$ cat config.mk
export PLATFORM = sky130hd
export DESIGN_NAME = pid_gain_loader
export DESIGN_NICKNAME = d
export VERILOG_FILES = /design/src/rtl/pid_gain_loader.sv
export SDC_FILE = /design/constraint.sdc
export NUM_CORES = 1
export LEC_CHECK = 0
export CELL_PAD_IN_SITES_DETAIL_PLACEMENT = 0
export CELL_PAD_IN_SITES_GLOBAL_PLACEMENT = 2
export CORE_MARGIN = 4
export CORE_UTILIZATION = 30
export CTS_CLUSTER_DIAMETER = 30
export DETAILED_ROUTE_END_ITERATION = 10
export GPL_ROUTABILITY_DRIVEN = 1
export PLACE_DENSITY_LB_ADDON = 0.1
export RECOVER_POWER = 100
export SETUP_SLACK_MARGIN = 0.5
export SLEW_MARGIN = 5
export SYNTH_ARGS = -nofsm -noshare
export SYNTH_HDL_FRONTEND = slang
export SYNTH_SLANG_ARGS = --single-unit
$ cat constraint.sdc
create_clock -name clk -period 4.4 [get_ports clk]
set_clock_uncertainty 0.15 [all_clocks]
set_input_delay 0.88 -clock clk [delete_from_list [all_inputs] [get_ports clk]]
set_output_delay 0.88 -clock clk [all_outputs]
set_load 0.05 [all_outputs]
$ cat src/rtl/pid_gain_loader.sv
// Avalon-MM master that writes a kp/ki/kd gain set into one PID slave and
// optionally reads all three back to flag the first mismatching register.
module pid_gain_loader #(
    parameter int unsigned TARGET_W     = 3,
    parameter int unsigned READ_LATENCY = 1
) (
    input  logic                  clk,
    input  logic                  reset,
    input  logic                  start,
    input  logic                  verify,
    input  logic [TARGET_W-1:0]   target,
    input  logic [15:0]           kp_in,
    input  logic [15:0]           ki_in,
    input  logic [15:0]           kd_in,
    output logic [TARGET_W+2:0]   m_address,
    output logic [15:0]           m_writedata,
    output logic                  m_write,
    output logic                  m_read,
    input  logic                  m_waitrequest,
    input  logic [15:0]           m_readdata,
    output logic                  busy,
    output logic                  done,
    output logic                  error,
    output logic [1:0]            err_reg
);

    localparam int unsigned GAIN_W = 16;
    localparam int unsigned IDX_W  = 2;
    localparam int unsigned LAT_W  = 3;
    localparam logic [IDX_W-1:0] LAST_IDX = IDX_W'(2);
    localparam logic [LAT_W-1:0] LAT_LOAD =
        LAT_W'((READ_LATENCY > 0) ? READ_LATENCY - 1 : 0);

    typedef enum logic [2:0] {
        S_IDLE,
        S_WRITE,
        S_RD_REQ,
        S_RD_WAIT,
        S_DONE
    } state_t;

    state_t                r_state;
    logic [IDX_W-1:0]      r_idx;
    logic [LAT_W-1:0]      r_lat_cnt;
    logic [TARGET_W-1:0]   r_target;
    logic                  r_verify;
    logic [GAIN_W-1:0]     r_kp;
    logic [GAIN_W-1:0]     r_ki;
    logic [GAIN_W-1:0]     r_kd;

    state_t                w_state_n;
    logic [IDX_W-1:0]      w_idx_n;
    logic [LAT_W-1:0]      w_lat_cnt_n;
    logic [TARGET_W-1:0]   w_target_n;
    logic                  w_verify_n;
    logic [GAIN_W-1:0]     w_kp_n;
    logic [GAIN_W-1:0]     w_ki_n;
    logic [GAIN_W-1:0]     w_kd_n;
    logic                  w_error_n;
    logic [1:0]            w_err_reg_n;
    logic                  w_sample;
    logic                  w_mismatch;

    logic [TARGET_W+2:0]   w_address_n;
    logic [GAIN_W-1:0]     w_writedata_n;
    logic                  w_write_n;
    logic                  w_read_n;
    logic                  w_busy_n;
    logic                  w_done_n;

    function automatic logic [GAIN_W-1:0] gain_sel(
        input logic [IDX_W-1:0]  idx,
        input logic [GAIN_W-1:0] kp,
        input logic [GAIN_W-1:0] ki,
        input logic [GAIN_W-1:0] kd
    );
        logic [GAIN_W-1:0] g;
        case (idx)
            2'd0:    g = kp;
            2'd1:    g = ki;
            2'd2:    g = kd;
            default: g = '0;
        endcase
        return g;
    endfunction

    assign w_mismatch = (m_readdata != gain_sel(r_idx, r_kp, r_ki, r_kd));

    // Sequencer: next state, register index, latched request and error status
    always_comb begin
        w_state_n   = r_state;
        w_idx_n     = r_idx;
        w_lat_cnt_n = r_lat_cnt;
        w_target_n  = r_target;
        w_verify_n  = r_verify;
        w_kp_n      = r_kp;
        w_ki_n      = r_ki;
        w_kd_n      = r_kd;
        w_error_n   = error;
        w_err_reg_n = err_reg;
        w_sample    = 1'b0;

        unique case (r_state)
            S_IDLE: begin
                if (start) begin
                    w_target_n  = target;
                    w_verify_n  = verify;
                    w_kp_n      = kp_in;
                    w_ki_n      = ki_in;
                    w_kd_n      = kd_in;
                    w_error_n   = 1'b0;
                    w_err_reg_n = 2'd0;
                    w_idx_n     = '0;
                    w_state_n   = S_WRITE;
                end
            end
            S_WRITE: begin
                if (!m_waitrequest) begin
                    if (r_idx == LAST_IDX) begin
                        w_idx_n   = '0;
                        w_state_n = r_verify ? S_RD_REQ : S_DONE;
                    end else begin
                        w_idx_n = r_idx + IDX_W'(1);
                    end
                end
            end
            S_RD_REQ: begin
                if (!m_waitrequest) begin
                    if (READ_LATENCY == 0) begin
                        w_sample = 1'b1;
                    end else begin
                        w_lat_cnt_n = LAT_LOAD;
                        w_state_n   = S_RD_WAIT;
                    end
                end
            end
            S_RD_WAIT: begin
                if (r_lat_cnt == '0) begin
                    w_sample = 1'b1;
                end else begin
                    w_lat_cnt_n = r_lat_cnt - LAT_W'(1);
                end
            end
            S_DONE: begin
                w_state_n = S_IDLE;
            end
            default: begin
                w_state_n = S_IDLE;
            end
        endcase

        // Readback compare; only the first mismatch is recorded
        if (w_sample) begin
            if (w_mismatch && !error) begin
                w_error_n   = 1'b1;
                w_err_reg_n = r_idx;
            end
            if (r_idx == LAST_IDX) begin
                w_state_n = S_DONE;
            end else begin
                w_idx_n   = r_idx + IDX_W'(1);
                w_state_n = S_RD_REQ;
            end
        end
    end

    // Bus and status values for the coming cycle, derived from the next state
    always_comb begin
        w_write_n     = (w_state_n == S_WRITE);
        w_read_n      = (w_state_n == S_RD_REQ);
        w_busy_n      = (w_state_n != S_IDLE);
        w_done_n      = (w_state_n == S_DONE);
        w_address_n   = '0;
        w_writedata_n = '0;
        if (w_write_n || w_read_n) begin
            w_address_n = {w_target_n, 1'b0, w_idx_n};
        end
        if (w_write_n) begin
            w_writedata_n = gain_sel(w_idx_n, w_kp_n, w_ki_n, w_kd_n);
        end
    end

    always_ff @(posedge clk) begin
        if (reset) begin
            r_state     <= S_IDLE;
            r_idx       <= '0;
            r_lat_cnt   <= '0;
            r_target    <= '0;
            r_verify    <= 1'b0;
            r_kp        <= '0;
            r_ki        <= '0;
            r_kd        <= '0;
            m_address   <= '0;
            m_writedata <= '0;
            m_write     <= 1'b0;
            m_read      <= 1'b0;
            busy        <= 1'b0;
            done        <= 1'b0;
            error       <= 1'b0;
            err_reg     <= 2'd0;
        end else begin
            r_state     <= w_state_n;
            r_idx       <= w_idx_n;
            r_lat_cnt   <= w_lat_cnt_n;
            r_target    <= w_target_n;
            r_verify    <= w_verify_n;
            r_kp        <= w_kp_n;
            r_ki        <= w_ki_n;
            r_kd        <= w_kd_n;
            m_address   <= w_address_n;
            m_writedata <= w_writedata_n;
            m_write     <= w_write_n;
            m_read      <= w_read_n;
            busy        <= w_busy_n;
            done        <= w_done_n;
            error       <= w_error_n;
            err_reg     <= w_err_reg_n;
        end
    end

endmodule

======== Yosys cells after proc, flatten, opt, wreduce, memory -nomap -nowiden ========
Cells that the tools add are included.
operators by class
  $add $sub $neg .......................... 2
  equal/unequal tests ..................... 13
  multiplexer cells ....................... 37
  bitwise logic cells ..................... 2
  reduce and logical (&&, ||, !) cells .... 13
operators with widths
  cell                                                                    count
  16-bit two-way mux                                                      6
  16-bit case mux with 3 select lines                                     2
  3-bit two-way mux                                                       11
  2-bit two-way mux                                                       9
  16-bit != test                                                          1
  3-bit case mux with 4 select lines                                      1
  3-bit by 2-bit equality test with 1-bit output (second input constant)  3
  3-bit by 1-bit equality test with 1-bit output (second input constant)  2
  3-bit zero test                                                         2
  1-bit two-way mux                                                       6
  3-bit case mux with 2 select lines                                      1
  2-bit by 1-bit equality test with 1-bit output (second input constant)  2
  2-bit equality test (second input constant)                             2
  2-bit zero test                                                         2
  2-bit != test (second input constant)                                   2
  2-bit case mux with 2 select lines                                      1
  2-bit OR reduction                                                      2
  3-bit equality test (second input constant)                             1
  3-bit AND reduction                                                     1
  3-bit nonzero test                                                      1
  3-bit by 1-bit subtractor with 3-bit output (second input constant)     1
  2-bit by 1-bit adder with 2-bit output (second input constant)          1
  1-bit NOT                                                               2
  2-bit AND reduction                                                     1
  other kinds (4)                                                         4
word-level totals
  flip-flop bits (word level) ............. 89
  input bits .............................. 72
  output and inout bits ................... 29
  logic and storage cells ................. 84

======== Depth between registers and ports, before layout ========
Gate-level depths: netlist of the first run.
  depth after elaboration ................. 9
  depth in mapped cells ................... 10
  depth with buffers taken out ............ 9

======== Worst setup path before layout of the first run ========
OpenSTA, ideal clock, no wires.
  path type ............................... input-to-reg
  from .................................... input start
  to ...................................... register m_writedata[0]
  library setup time ...................... 0.115 ns
  data arrival time ....................... 2.272 ns
  required time ........................... 4.135 ns
  setup slack ............................. 1.863 ns
  stages on the path ...................... 8
  buffers on the path ..................... 2
  cell sequence ........................... or4b_4 -> buf_6 -> o311ai_4 -> o31a_4 -> o21bai_4 -> buf_6 -> o22ai_1 -> o21a_1
between the ends
  cells in the longest elaborated chain, start to end .. 6
  elaborated cells on any way between the ends .. 20
  classes of those cells .................. eq/ne: 3; mux: 14; bitwise: 1; reduce/logical: 2
RTL lines
  element                                                                                          RTL line  source
  from (decl)                                                                                      9         input logic start,
  2-bit two-way mux / 3-bit two-way mux (equally long branches)                                    105       if (start) begin
  2-bit case mux with 2 select lines / 3-bit case mux with 4 select lines (equally long branches)  103       unique case (r_state)
  2-bit two-way mux / 3-bit two-way mux (equally long branches)                                    158, 153
  2-bit two-way mux / 3-bit by 1-bit equality test with 1-bit output (equally long branches)       153, 169
  2-bit equality test, or another cell as far along                                                78        case (idx)
  16-bit case mux with 3 select lines / 2-bit OR reduction (equally long branches)                 --
  to (signal assigned)                                                                             211       m_writedata <= w_writedata_n;
  to (decl)                                                                                        16        output logic [15:0] m_writedata,
Several ways; a longest one is shown, not always the timed one.
A chain may end at the register's enable or synchronous reset.

======== Worst setup path after layout of the first run ========
  from .................................... input start
  to ...................................... register m_writedata[4]
Same word-level chain as after synthesis.

==> results of run 1 <==
## cells by family (layout without fill, tap and decap cells)
kind of cell,count (synthesis),in the layout
adders and majority gates,2,2
muxes,70,70
DFF,88,88
AOI/OAI and AO/OA,74,74
other,1,1
xor gates and xnor gates,8,8
and+or+nand+nor,174,174
buffers and inverters,36,125
## path summary, 6_finish.rpt
kind | start | endpoint | depth (start not counted)
min | r_lat_cnt[1] | r_lat_cnt[1] | 2
max | start | m_writedata[4] | 8
max reg2reg | r_idx[0] | error | 5
min reg2reg | r_lat_cnt[1] | r_lat_cnt[1] | 2
## power breakdown
group	internal, W	switching, W
sequential	0.000843	0.0000335
combinational	0.000169	0.000194
clock	0.000388	0.000343
total	0.00140	0.000571
## cell usage after synthesis (6+ instances only)
library cell,instances,area [um2]
clkbuf_1,13,48.8
o21ai_1,7,35.0
a21oi_1,8,40.0
buf_2,11,55.1
nand2b_1,21,131
nor4_1,6,37.5
nand4b_1,9,78.8
o221ai_1,8,70.1
o21a_1,14,105
o22ai_1,17,106
nor3b_1,10,75.1
mux2i_1,70,701
dfxtp_1,88,1760
nand3b_1,10,75.1
nand2_1,10,37.5
nor2b_1,14,87.6
xor2_1,8,70.1
nor2_1,75,282
## layout by cell type, fill, tap and decap left out, types with 6 or more instances in the layout
| cell type | count |
|---|---|
| nor2_1 | 75 |
| nand3b_1 | 10 |
| nor4_1 | 6 |
| nand2b_1 | 21 |
| dfxtp_1 | 87 |
| clkbuf_16 | 9 |
| mux2i_1 | 70 |
| dlygate4sd3_1 | 28 |
| o21a_1 | 14 |
| nor3b_1 | 10 |
| clkdlybuf4s50_1 | 70 |
| nand2_1 | 10 |
| o221ai_1 | 8 |
| a21oi_1 | 8 |
| buf_4 | 7 |
| o21ai_1 | 7 |
| nor2b_1 | 14 |
| nand4b_1 | 9 |
| o22ai_1 | 17 |
| xor2_1 | 8 |
## per-stage QoR
stage	instances	hold WS (ns)	util [%]
6_report	722	0.337	40.5
5_1_grt	722	0.374	40.5
4_1_cts	722	0.339	40.5
3_5_place_dp	706	0.328	38.5
3_3_place_gp	706	0.321	38.5
2_1_floorplan	453	0.298	-
## area by class of cell
type	instances	area share, %
inverter	3	0.200
clock buffer	9	3.99
clock inverter	7	0.976
sequential	88	31.2
tap	180	3.99
timing repair buffer	106	18.4
multi-input combinational	329	41.2
## worst min-delay path: stages (launching register included)
cell     delay, ns
dfxtp_1       0.33
a21oi_1       0.06
nor2_1        0.07
## routing by layer
| layer | global-route usage (%) | vias to the layer above | part of all wire [%] |
|---|---|---|---|
| met3 | 5.10 | 9 | 5.0 |
| met4 | 3.97 | 0 | 1.4 |
| met1 | 18.9 | 1685 | 45 |
| li1 | - | 1770 | - |
| met2 | 25.0 | 71 | 48 |
| met5 | 0 | - | 0 |
==> impl_metrics.toml, run 1 <==
[clock_network]
htree_levels = 3
cts_inserted_buffers = 9
cts_resized = 0
cts_tree = "yes"
clkSinkCount = 88
root_buffer = "clkbuf_16"
clock_latency_ns = 0.34
cts_buffer_depth = 2
cts-hold-fix-buffers = 0
post_cts_buffers = 0
cts.clk_slew.worst_paths_ns = 0.07

[yosys]
synthArstFlopShare_pct = 0
synth_top_family_by_area = "simple AND/OR/NAND/NOR gates"
synth-simple-area-share_pct = 22.4
syn_avg_cell_area_um2 = 9.47
ys_seq_elements = 88
seq_area_frac_synth_pct = 41.1
synthMuxAreaShare_pct = 16.3
synth_compound_area_share_pct = 13.3
yosysUniqueCellTypes = 50
synth_xor_area_share_pct = 1.63
synth_edf_count = 0
synth_fp_nets = 527
syn-cell-area_um2 = 4290
netlist_instances = 453
ys.flop_type = "dfxtp_1"
synthAdderAreaFrac_pct = 0.584
yosysWarnings = 0

[final_layout]
drive_above_1_share_pct = 6.46
area_growth_pct = 31.6
multi_input_area_um2 = 2320
ff_latch_area_um2 = 1760
fin_area_um2 = 5640
diodes = 0
nets = 611
n_fill_cell = 1384

[worst_setup_path]
startpoint_type = "input port"
cp_slowest_cell = "or4b_1"
crit_buf_inv = 2
cp_top_family = "simple AND/OR/NAND/NOR gates"
cp-end-kind = "flip-flop"
cp.arrival_ns = 3.56
cp_cell_sequence = "clkdlybuf4s50_1, or4b_1, o311ai_4, a31oi_1, a2bb2oi_2, buf_4, nor2_1, o21a_1"
slowest_delay_ns = 0.94
path_class = "input port to flip-flop"
r2r_slack_ns = 0.93
required_ns = 4.49
crit_fanout = 19

[global_routing]
grt_antenna_before_repair = 0
grt_max_degree = 68
grt_remaining_overflow = 0
grt_pass1_vias = 3566
grtUsageTotal_pct = 15.1
grt_pass1_wl_mm = 18.9

[outcome]
outcome = "complete, but fails checks"
violations = "max-capacitance violations, max-slew violations"

[placement]
io_buffers = 99
dp_hpwl_mm = 8.37
dp_slack_ns = 1.00
placed_cell_area_um2 = 5370
gp_congestion = 0.773

[timing]
finalHoldViolCount = 0
maxSlewHeadroom_pct = -27.9
final_max_slew_viol_count = 58
fin_ws_ns = 0.928
worst_pin_slew_ns = 1.92
setup_viol = 0
rsz0062_at_grt = "false"
setup_tns_ns = 0
fmax_ghz = 0.288
min_period_over_period_pct = 78.9
layout_min_cycle_time_ns = 3.47

[floorplanning]
fp.dieH_um = 128
dieArea_um2 = 16300
core_um2 = 13900
die_w_um = 128
ioPinCount = 101
initial_core_util_pct = 30.8
rows = 43

[routing]
remaining_drc_errors = 0
routed_wl_mm = 12.0
vias = 3535
drtIter0Drc = 94
drtAntennaViolNets = 0
drt-vias-per-instance = 4.90
routedWlPerCell_um = 16.6
dr.pass1.iters = 4

[power_and_ir_drop]
design_power_total_w = 0.00197
p_per_area_nw_per_um2 = 349
p_leak_nw = 2.26
vdd_drop_max_mv = 0.222

[job]
cap_violations = 1

[hold_path]
worstHoldPathType = "flip-flop to flip-flop"
Power figures use the tool's default switching activity.
==> inputs of run 2 (changes only) <==
==> constraint.sdc (replaced) <==
create_clock -name clk -period 3.2 [get_ports clk]
set_clock_uncertainty 0.15 [all_clocks]
set_input_delay 0.64 -clock clk [delete_from_list [all_inputs] [get_ports clk]]
set_output_delay 0.64 -clock clk [all_outputs]
set_load 0.05 [all_outputs]
==> run 2 against run 1 <==
Compared with the run above: the flow now finishes without violations; cell area grew 1.2%; largest cell class unchanged; highest routed layer unchanged; register-to-register slack lost 0.44 ns; sequential share of layout area shrank 0.33 points; critical endpoint is now m_writedata[9]; flip-flop and latch count is the same; via count grew 0.85%; critical path depth shrank 1; combinational power grew 38%; worst setup slack lost 0.54 ns; sequential power grew 37%; first-iteration DRC count grew 59%; core utilization grew 0.49 points; die area is the same.
==> impl_metrics.toml, run 2 (synthesis gave the netlist of run 1 again) <==
[final_layout]
fin_cells = 726
mostFrequentLayoutCell = "dfxtp_1"
n_fill_cell = 1386
layout_common_cells = "dfxtp_1 (87), nor2_1 (75), mux2i_1 (70), clkdlybuf4s50_1 (70), dlygate4sd3_1 (28)"
drive_above_1_share_pct = 6.41
area_growth_pct = 33.2
diodes = 0
utilization_pct = 41.0
nets = 615

[clock_network]
cts_tree = "yes"
cts.clk_slew.worst_paths_ns = 0.06
clock_latency_ns = 0.34
cts_inserted_buffers = 9
cts_buffer_depth = 2
post_cts_buffers = 0
clkSinkCount = 88
htree_levels = 3
root_buffer = "clkbuf_16"

[floorplanning]
die_w_um = 128
ioPinCount = 101
rows = 43
fp.dieH_um = 128
initial_core_util_pct = 30.8
dieArea_um2 = 16300
core_um2 = 13900

[power_and_ir_drop]
p_leak_nw = 2.29
vdd_drop_max_mv = 0.313
p_per_area_nw_per_um2 = 485
design_power_total_w = 0.00277

[global_routing]
grt_antenna_before_repair = 0
grt_max_degree = 50
grtUsageTotal_pct = 15.0
grt_remaining_overflow = 0
grt_pass1_vias = 3549
grt_pass1_wl_mm = 18.7

[worst_setup_path]
startpoint_type = "input port"
cp.arrival_ns = 2.91
path_class = "input port to flip-flop"
required_ns = 3.29
rr_worst_depth = 9
r2r_slack_ns = 0.49
crit_fanout = 15
slowest_delay_ns = 0.53
cp_slowest_cell = "or4b_1"
crit_buf_inv = 1
r2r_end = "m_writedata[9]"
cp-end-kind = "flip-flop"
timing.rr.start = "r_lat_cnt[0]"
cp_top_family = "compound AO/OA/AOI/OAI gates"
cp_cell_sequence = "clkdlybuf4s50_1, or4b_1, o311ai_4, o31a_1, o21bai_4, o22ai_1, o21a_1"

[routing]
routedWlPerCell_um = 16.5
dr.pass1.iters = 4
drt-vias-per-instance = 4.91
vias = 3565
drtIter0Drc = 149
routed_wl_mm = 12.0
remaining_drc_errors = 0
drtAntennaViolNets = 0

[hold_path]
hold_path_end = "r_verify"
worstHoldPathType = "flip-flop to flip-flop"
whs_path_depth = 2
hold_start = "r_verify"

[timing]
fmax_ghz = 0.355
layout_min_cycle_time_ns = 2.81
rsz0062_at_grt = "false"
finalHoldViolCount = 0
min_period_over_period_pct = 87.9
setup_viol = 0
final_max_slew_viol_count = 0
maxSlewHeadroom_pct = 47.9
fin_ws_ns = 0.386
setup_tns_ns = 0
worst_pin_slew_ns = 0.782

[placement]
dp_slack_ns = 0.243
dp.cells = 710
dp_hpwl_mm = 8.45
gp_congestion = 0.811
io_buffers = 99

[outcome]
outcome = "finished, final reports clean"

[job]
cap_violations = 0
run 2: cell count changes in the layout (fill, tap and decap cells not counted), sizes merged:
cell,delta
buf,+2
bufinv,+1
clkinv,-2
inv,-2
clkbuf,+5
run 2: what timing repair did:
action                                  4_1_cts  5_1_grt
endpoints found under the setup margin        0       24
hold buffers                                  0        0
resized for setup                             0        5
run 2: final cells by class:
cell class	count	area, um2	area share (%)
inverter	3	11.3	0.197
tap	180	225	3.94
sequential	88	1770	30.9
clock buffer	12	246	4.32
clock inverter	4	53.8	0.942
multi-input combinational	329	2320	40.7
timing repair buffer	110	1090	19.0
run 2: metal layers:
metal  GRT usage, %  vias up  wire length (um)
met5              0        -                 0
met4           5.99        0               261
met3           3.85       17               569
met2           25.1       93              5780
met1           18.3     1669              5360
li1               -     1786                 -
run 2: power breakdown:
part           internal (W)  total [W]  leakage [nW]  switching, W
Clock              0.000628    0.00107         0.139      0.000437
Sequential          0.00116    0.00120         0.721     0.0000436
Combinational      0.000234   0.000502          1.43      0.000268
Total               0.00202    0.00277          2.29      0.000749
run 2: how the worst max path moves through the flow:
stage                   from               to  cells past startpoint
6_report               start   m_writedata[9]                      7
2_1_floorplan   r_lat_cnt[0]   m_writedata[9]                     10
3_5_place_dp   m_waitrequest  m_writedata[12]                      7
5_1_grt                start   m_writedata[7]                      7
4_1_cts         r_lat_cnt[0]  m_writedata[13]                      8
3_3_place_gp   m_waitrequest  m_writedata[12]                      7
run 2: worst register-to-register path: cells and delay by family (launching register included):
kind | cells | cell delay (ns)
AOI/OAI and AO/OA | 4 | 1.05
buffers and inverters | 1 | 0.05
DFF | 1 | 0.35
adders and majority gates | 2 | 0.46
and+or+nand+nor | 2 | 0.55
run 2: metrics by stage:
step | instance area [um2] | hold WS, ns
finish | 5710 | 0.338
global route | 5710 | 0.366
CTS | 5720 | 0.339
detailed placement | 5420 | 0.327
global placement | 5420 | 0.320
floorplan | 4290 | 0.298
==> inputs of run 3 (changes only) <==
--- a/config.mk
+++ b/config.mk
@@ -5,6 +5,7 @@
 export SDC_FILE = /design/constraint.sdc
 export NUM_CORES = 1
 export LEC_CHECK = 0
+export ABC_CLOCK_PERIOD_IN_PS = 3200
 export CELL_PAD_IN_SITES_DETAIL_PLACEMENT = 0
 export CELL_PAD_IN_SITES_GLOBAL_PLACEMENT = 2
 export CORE_MARGIN = 4
@@ -12,10 +13,10 @@
 export CTS_CLUSTER_DIAMETER = 30
 export DETAILED_ROUTE_END_ITERATION = 10
 export GPL_ROUTABILITY_DRIVEN = 1
+export MAX_ROUTING_LAYER = met4
 export PLACE_DENSITY_LB_ADDON = 0.1
 export RECOVER_POWER = 100
 export SETUP_SLACK_MARGIN = 0.5
-export SLEW_MARGIN = 5
 export SYNTH_ARGS = -nofsm -noshare
 export SYNTH_HDL_FRONTEND = slang
 export SYNTH_SLANG_ARGS = --single-unit
==> run 3 against run 2 <==
Compared with the run above: critical path depth stayed put; clock power hardly changed; die area stayed put; combinational power hardly changed; count of clock-buffer cells in the layout stayed put; critical endpoint is now m_writedata[8]; core utilization stayed put; cell count stayed put; total power hardly changed; flip-flop and latch count stayed put.
==> impl_metrics.toml, run 3 (synthesis gave the netlist of run 1 again) <==
[outcome]
outcome = "finished, final reports clean"

[floorplanning]
rows = 43
dieArea_um2 = 16300
core_um2 = 13900
ioPinCount = 101
die_w_um = 128
fp.dieH_um = 128
initial_core_util_pct = 30.8

[worst_setup_path]
rr_worst_depth = 9
r2r_slack_ns = 0.51
r2r_end = "m_writedata[8]"
required_ns = 3.29
timing.rr.start = "r_lat_cnt[0]"
startpoint_type = "input port"
cp.arrival_ns = 2.89
path_class = "input port to flip-flop"
crit_fanout = 15
cp-end-kind = "flip-flop"

[timing]
maxSlewHeadroom_pct = 48.0
min_period_over_period_pct = 87.5
setup_viol = 0
fin_ws_ns = 0.400
worst_pin_slew_ns = 0.780
final_max_slew_viol_count = 0
hold_slack_ns = 0.338
finalHoldViolCount = 0
fmax_ghz = 0.357
setup_tns_ns = 0
rsz0062_at_grt = "false"
layout_min_cycle_time_ns = 2.80

[placement]
dp.cells = 710
dp_slack_ns = 0.243
io_buffers = 99
dp_hpwl_mm = 8.45
gp_congestion = 0.823

[hold_path]
hold_path_end = "r_verify"
whs_path_depth = 2
hold_start = "r_verify"
worstHoldPathType = "flip-flop to flip-flop"

[clock_network]
cts_tree = "yes"
cts.clk_slew.worst_paths_ns = 0.06
cts-hold-fix-buffers = 0
cts_inserted_buffers = 9
cts_buffer_depth = 2
root_buffer = "clkbuf_16"
clock_latency_ns = 0.34
clkSinkCount = 88
htree_levels = 3
post_cts_buffers = 0
cts_resized = 0

[global_routing]
grt_antenna_before_repair = 0
grt_pass1_vias = 3542
grtUsageTotal_pct = 15.4
grt_remaining_overflow = 0
grt_max_degree = 50
grt_pass1_wl_mm = 18.8

[routing]
drtAntennaViolNets = 0
routedWlPerCell_um = 16.5
vias = 3551
drt-vias-per-instance = 4.89
dr.pass1.iters = 4
remaining_drc_errors = 0
drtIter0Drc = 156
routed_wl_mm = 12.0

[final_layout]
nets = 615
mostFrequentLayoutCell = "dfxtp_1"
drive_above_1_share_pct = 6.41
n_fill_cell = 1386
layout_common_cells = "dfxtp_1 (87), nor2_1 (75), mux2i_1 (70), clkdlybuf4s50_1 (70), dlygate4sd3_1 (28)"
fin_cells = 726
area_growth_pct = 33.2
diodes = 0

[power_and_ir_drop]
p_leak_nw = 2.29
p_per_area_nw_per_um2 = 485
design_power_total_w = 0.00277
vdd_drop_max_mv = 0.312

[job]
cap_violations = 0
## run 3: cell counts in the layout (fill, tap and decap cells not counted)
Identical to the previous run, type by type.
## run 3: worst max path at each step
stage / startpoint / end / slack (ns) / cells after the start
detailed placement: m_waitrequest / m_writedata[12] / 0.24 / 7
global placement: m_waitrequest / m_writedata[12] / 0.28 / 7
finish: start / m_writedata[8] / 0.40 / 7
global route: start / m_writedata[7] / 0.27 / 7
CTS: r_lat_cnt[0] / m_writedata[13] / 0.55 / 8
floorplan: r_lat_cnt[0] / m_writedata[9] / 0.85 / 10
## run 3: layout make-up
type	count	area, um2	area share, %
inverter	3	11.3	0.197
timing repair buffer	110	1090	19.0
clock buffer	12	246	4.32
tap	180	225	3.94
sequential	88	1770	30.9
clock inverter	4	53.8	0.942
multi-input combinational	329	2320	40.7
## run 3: per-layer routing
metal / up-vias / GRT usage [%] / share of wire [%]
li1: 1784 / - / -
met1: 1657 / 18.7 / 45
met2: 92 / 25.1 / 48
met3: 18 / 3.43 / 4.8
met4: 0 / 5.80 / 2.4
met5: - / - / 0
## run 3: power breakdown
part | switching [W] | internal (W) | total, W
sequential | 0.0000437 | 0.00116 | 0.00120
combinational | 0.000268 | 0.000234 | 0.000501
clock | 0.000436 | 0.000628 | 0.00106
total | 0.000748 | 0.00202 | 0.00277
## run 3: per-stage QoR
stage / instance area, um2 / util [%]
after global routing: 5710 / 41.0
final: 5710 / 41.0
after floorplan: 4290 / -
after CTS: 5720 / 41.1
after detailed placement: 5420 / 38.9
after global placement: 5420 / 38.9
## run 3: critical path, cell delays in order
cell and delay (ns):
clkdlybuf4s50_1 0.49, or4b_1 0.53, o311ai_4 0.14, o31a_1 0.40, o21bai_4 0.34, o22ai_1 0.14
o21a_1 0.20
